## src/rtl/ram_arb_pkg.sv

```systemverilog
// Shared defaults and helpers for the round-robin RAM port arbiter.
package ram_arb_pkg;

    localparam int unsigned N_REQ_DEF      = 4;
    localparam int unsigned DATA_WIDTH_DEF = 8;
    localparam int unsigned ADDR_WIDTH_DEF = 5;

    // Index width for n items; never returns less than 1 so ports stay legal.
    function automatic int unsigned clog2(input int unsigned n);
        int unsigned r;
        r = 0;
        while ((32'd1 << r) < n) r++;
        return (r == 0) ? 32'd1 : r;
    endfunction

endpackage

```

## src/rtl/rr_pick.sv

```systemverilog
// Combinational round-robin picker: first asserted request at or after ptr wins.
module rr_pick #(
    parameter int unsigned N_REQ = 4,
    parameter int unsigned IDX_W = 2
) (
    input  logic [N_REQ-1:0] req,
    input  logic [IDX_W-1:0] ptr,
    output logic [N_REQ-1:0] gnt,
    output logic [IDX_W-1:0] idx
);

    always_comb begin
        logic found;
        int unsigned j;
        gnt   = '0;
        idx   = '0;
        found = 1'b0;
        j     = 0;
        for (int unsigned k = 0; k < N_REQ; k++) begin
            j = (32'(ptr) + k) % N_REQ;
            if (!found && req[IDX_W'(j)]) begin
                gnt[IDX_W'(j)] = 1'b1;
                idx            = IDX_W'(j);
                found          = 1'b1;
            end
        end
    end

endmodule

```

## src/rtl/ram_port_arbiter.sv

```systemverilog
// Shares one registered-read RAM port among N_REQ requesters with round-robin
// grant, a registered command stage and an ID-tagged read-return stage.
module ram_port_arbiter
    import ram_arb_pkg::*;
#(
    parameter int unsigned N_REQ      = N_REQ_DEF,
    parameter int unsigned DATA_WIDTH = DATA_WIDTH_DEF,
    parameter int unsigned ADDR_WIDTH = ADDR_WIDTH_DEF
) (
    input  logic                          clk,
    input  logic                          rst_n,
    input  logic [N_REQ-1:0]              req,
    input  logic [N_REQ-1:0]              we,
    input  logic [N_REQ*ADDR_WIDTH-1:0]   addr,
    input  logic [N_REQ*DATA_WIDTH-1:0]   wdata,
    output logic [N_REQ-1:0]              gnt,
    output logic                          ram_wren,
    output logic                          ram_rden,
    output logic [ADDR_WIDTH-1:0]         ram_addr,
    output logic [DATA_WIDTH-1:0]         ram_din,
    input  logic [DATA_WIDTH-1:0]         ram_dout,
    output logic [N_REQ-1:0]              rvalid,
    output logic [DATA_WIDTH-1:0]         rdata
);

    localparam int unsigned IDX_W = clog2(N_REQ);

    logic [IDX_W-1:0]      ptr;
    logic [IDX_W-1:0]      win_idx;
    logic [IDX_W-1:0]      cmd_id;
    logic                  accept_c;
    logic                  sel_we_c;
    logic [ADDR_WIDTH-1:0] sel_addr_c;
    logic [DATA_WIDTH-1:0] sel_wdata_c;

    rr_pick #(
        .N_REQ (N_REQ),
        .IDX_W (IDX_W)
    ) u_rr_pick (
        .req (req),
        .ptr (ptr),
        .gnt (gnt),
        .idx (win_idx)
    );

    assign accept_c = |gnt;

    // One-hot mux of the winning requester's command fields.
    always_comb begin
        sel_we_c    = 1'b0;
        sel_addr_c  = '0;
        sel_wdata_c = '0;
        for (int i = 0; i < int'(N_REQ); i++) begin
            if (gnt[i]) begin
                sel_we_c    = we[i];
                sel_addr_c  = addr[i*ADDR_WIDTH +: ADDR_WIDTH];
                sel_wdata_c = wdata[i*DATA_WIDTH +: DATA_WIDTH];
            end
        end
    end

    always_ff @(posedge clk or negedge rst_n) begin
        if (!rst_n) begin
            ptr <= '0;
        end else if (accept_c) begin
            ptr <= (win_idx == IDX_W'(N_REQ - 1)) ? '0 : win_idx + IDX_W'(1);
        end
    end

    // Command stage: drives the RAM port the cycle after acceptance.
    always_ff @(posedge clk or negedge rst_n) begin
        if (!rst_n) begin
            ram_wren <= 1'b0;
            ram_rden <= 1'b0;
            ram_addr <= '0;
            ram_din  <= '0;
            cmd_id   <= '0;
        end else if (accept_c) begin
            ram_wren <= sel_we_c;
            ram_rden <= ~sel_we_c;
            ram_addr <= sel_addr_c;
            ram_din  <= sel_we_c ? sel_wdata_c : '0;
            cmd_id   <= win_idx;
        end else begin
            ram_wren <= 1'b0;
            ram_rden <= 1'b0;
            ram_addr <= '0;
            ram_din  <= '0;
            cmd_id   <= '0;
        end
    end

    // Read return lines up with the RAM's one-cycle registered output.
    always_ff @(posedge clk or negedge rst_n) begin
        if (!rst_n) begin
            rvalid <= '0;
        end else begin
            rvalid <= ram_rden ? (N_REQ'(1) << cmd_id) : '0;
        end
    end

    assign rdata = (|rvalid) ? ram_dout : '0;

endmodule
```

## config.mk

```make
export PLATFORM = sky130hd
export DESIGN_NAME = ram_port_arbiter
export DESIGN_NICKNAME = d
export VERILOG_FILES = /design/src/rtl/ram_arb_pkg.sv /design/src/rtl/rr_pick.sv /design/src/rtl/ram_port_arbiter.sv
export SDC_FILE = /design/constraint.sdc
export NUM_CORES = 1
export LEC_CHECK = 0
export ABC_AREA = 1
export CORE_UTILIZATION = 53
export CTS_CLUSTER_DIAMETER = 80
export DETAILED_ROUTE_END_ITERATION = 10
export DONT_BUFFER_PORTS = 1
export PLACE_DENSITY_LB_ADDON = 0.05
export SYNTH_ARGS = -nofsm -noshare
export SYNTH_HDL_FRONTEND = slang
export SYNTH_HIERARCHICAL = 1
export SYNTH_SLANG_ARGS = --single-unit
```

## constraint.sdc

```tcl
create_clock -name clk -period 3.6 [get_ports clk]
set_input_delay 0.18 -clock clk [delete_from_list [all_inputs] [get_ports clk]]
set_output_delay 0.18 -clock clk [all_outputs]
set_load 0.1 [all_outputs]
```

==> summary.md <==
| Metric | Value |
|---|---|
| Outcome | `completed` |
| Clock period minus worst slack | `3010 ps` |
| Hold path depth | `2` |
| Mapped Area | `0.00182 sq mm` |
| Area Overhead vs Synth | `8.47%` |
| Worst slew margin | `35.1%` |
| Critical path required time | `3860 ps` |
| Max-cap violations | `0` |
| Mapped Cells | `269` |
| Final period util | `83.7%` |
| Seq cells post-synth | `23` |
| Detailed-router iteration count before antenna repair | `4` |
| CTS sink cnt | `23` |
| H-tree depth | `1` |
| WL/cell | `12.9 um` |
| Overall global routing resource usage | `22.5%` |
| Crit Path Max Fanout | `19` |
| CTS tree | `built` |
| Die W | `60.6 um` |
| Yosys warnings | `6` |
| DRT Wirelength | `4.16 mm` |
| Slowest stage delay, CP | `660 ps` |
| Largest net degree at the start of global routing | `24` |
| Dpl hpwl | `3.30 mm` |
| Layout cell share with drive strength beyond 1 | `16.9%` |
| Hold slack final | `24.4 ps` |
| Worst r2r src | `ptr[0]` |
| Seq/Total Area, Yosys | `31.7%` |
| Initial Utilization | `57.7%` |
| Vias in the first global route | `1,399` |
| R2R setup slack | `590 ps` |
| CTS root buf | `clkbuf_4` |
| Fmax | `0.332 GHz` |
| Setup bufs post-CTS | `0` |
| Vias after detailed routing | `1,695` |
| Endpoints failing hold | `0` |
| FF/Latch Area | `576 sq um` |
| Slew Viols, Final | `0` |
| Crit-path cells | `inv_6 -> ha_1 -> inv_1 -> nand3_1 -> nand2_1 -> nor2_2 -> a21oi_1 -> nand3_1 -> inv_2 -> nand2_1 -> nand3_1 -> nand2_1 -> nand2_4 -> inv_2 -> nor2_2` |
| Least-Margin Pin Slew | `971 ps` |
| DR iter-0 viols | `83` |
| Initial antenna violation count | `0` |
| Fill cells | `305` |
| Mapped Nets | `345` |
| Die area | `0.00367 sq mm` |
| Finished Layout Cells | `322` |
| RSZ-0062 raised after global routing | `false` |
| # DRC | `0` |
| Setup TNS Final | `0 ps` |
| DP Cell Count | `317` |
| Core area | `0.00315 sq mm` |
| Num CTS Buffers | `3` |
| Multi-input logic area | `0.00107 sq mm` |
| GPL Wtd Cong | `0.831` |
| Top Family by Delay on Critical Path | `simple AND/OR/NAND/NOR gates` |
| I/O Pins | `101` |
| Worst path buffer plus inverter count | `4` |
| CP startpoint kind | `register` |
| Clock-pin slew on the worst setup and hold paths | `130 ps` |
| WS Path Type | `reg -> reg` |
| Post-detailed-route count of antenna-violating nets | `0` |
| FF-to-FF End | `ram_rden` |
| Ant diodes | `0` |
| CP endpoint | `ram_rden` |
| Clock Tree Buf Depth | `2` |
| Instance count on the critical path | `15` |
| Setup violators final | `0` |
| Synth unique cells | `26` |
| Port Buffer Count | `0` |
| WP data arrival | `3270 ps` |
| Cell with the largest stage delay on the worst path | `dfrtp_1` |
| Min-Delay Path Class | `in -> reg` |
| Reg2Reg Depth | `15` |
| Via density | `5.26` |
| Fin nets | `355` |
| Crit path launch | `ptr[0]` |
| Endpoint class of the critical path | `register` |
| Gr ovfl total | `0` |
| Clock Latency Late Sink | `310 ps` |
| First-pass GRT wire length | `6.24 mm` |
| Die Ht | `60.6 um` |
| Avg Cell Area, Syn | `6.76 sq um` |
| Clock Skew | `8.33 ps` |
| Site Rows | `20` |
==> state kept, by name (all words and copies together) (netlist names) <==
| register | flops |
|---|---|
| rvalid | 4 |
| ptr | 2 |
| ram_wren | 1 |
| ram_addr | 5 |
| ram_din | 8 |
| cmd_id | 2 |
| ram_rden | 1 |
==> per-stage QoR <==
step	area, sq um	utilization [%]	setup WS [ps]
CTS	1970	62.5	610
finish	1970	62.5	585
global route	1970	62.5	344
detailed placement	1930	61.3	655
floorplan	1820	-	400
global placement	1930	61.3	723
==> cells in the final DEF, fill, tap and decap left out, types with 2 or more instances in the layout <==
cell type	instances
a21boi_0	6
a21oi_1	18
buf_4	12
clkbuf_4	3
dfrtp_1	23
ha_1	6
inv_1	32
inv_2	3
nand2_1	69
nand2_2	2
nand2_4	4
nand3_1	37
nand3_2	2
nor2_1	25
nor2_2	10
nor3_1	4
o211ai_1	5
o21ai_1	2
or2_2	6
==> cell usage after synthesis, drive strengths merged <==
cell	number	area (sq um)
nand2	75	317
nand3	40	213
inv	36	140
nor2	36	156
dfrtp	23	576
a21oi	18	90.1
buf	8	61.3
or2	7	43.8
a21boi	6	45.0
ha	6	75.1
o211ai	5	37.5
nor3	4	20.0
o21ai	3	15.0
nor4	1	21.3
o21a	1	7.51
==> worst min path at each step <==
stage	startpoint	end	slack, ps
after CTS	addr[15]	ram_addr[0]	20
after global placement	rst_n	rvalid[0]	-120
final	addr[15]	ram_addr[0]	20
after floorplan	rst_n	cmd_id[0]	-120
after global routing	addr[15]	ram_addr[0]	6
after detailed placement	rst_n	rvalid[0]	-120
==> metal layers <==
metal  vias to the layer above  part of all wire (%)  wire, um  global-route usage [%]
met3                         2                   9.2       382                    5.33
met2                        78                    48      2010                    38.0
li1                        874                     -         -                       -
met4                         0                  0.36        15                    4.87
met1                       741                    42      1750                    29.4
met5                         -                     0         0                       0
==> final cells by class <==
cell class,count,share of cell area [%]
clock buffers,3,1.14
clock inverters,1,0.381
inverters,36,7.11
multi-input cells,202,54.3
flip-flops and latches,23,29.2
well taps,44,2.79
repair buffers,13,5.08
==> cell families (layout without fill, tap and decap cells) <==
| family | Yosys count | after routing | share of synthesized area, % |
|---|---|---|---|
| and+or+nand+nor | 163 | 163 | 42.4 |
| AOI/OAI and AO/OA | 33 | 33 | 10.7 |
| adders and majority gates | 6 | 6 | 4.13 |
| buffers and inverters | 44 | 53 | 11.1 |
| DFF | 23 | 23 | 31.7 |
==> worst register-to-register path, cell delays in order, from the launching register on <==
cell and delay (ps):
dfrtp_1 660, inv_6 110, ha_1 370, inv_1 130, nand3_1 90, nand2_1 120
nor2_2 80, a21oi_1 130, nand3_1 370, inv_2 390, nand2_1 90, nand3_1 80
nand2_1 90, nand2_4 120, inv_2 60, nor2_2 70
==> repair_timing <==
action	4_1_cts	5_1_grt
endpoints found under the hold margin	23	0
gates resized for setup	0	0
hold buffers	1	0
Power is left out: the tool's default activity adds up to more than one toggle a clock period on the data nets, which glitch-free logic cannot reach.
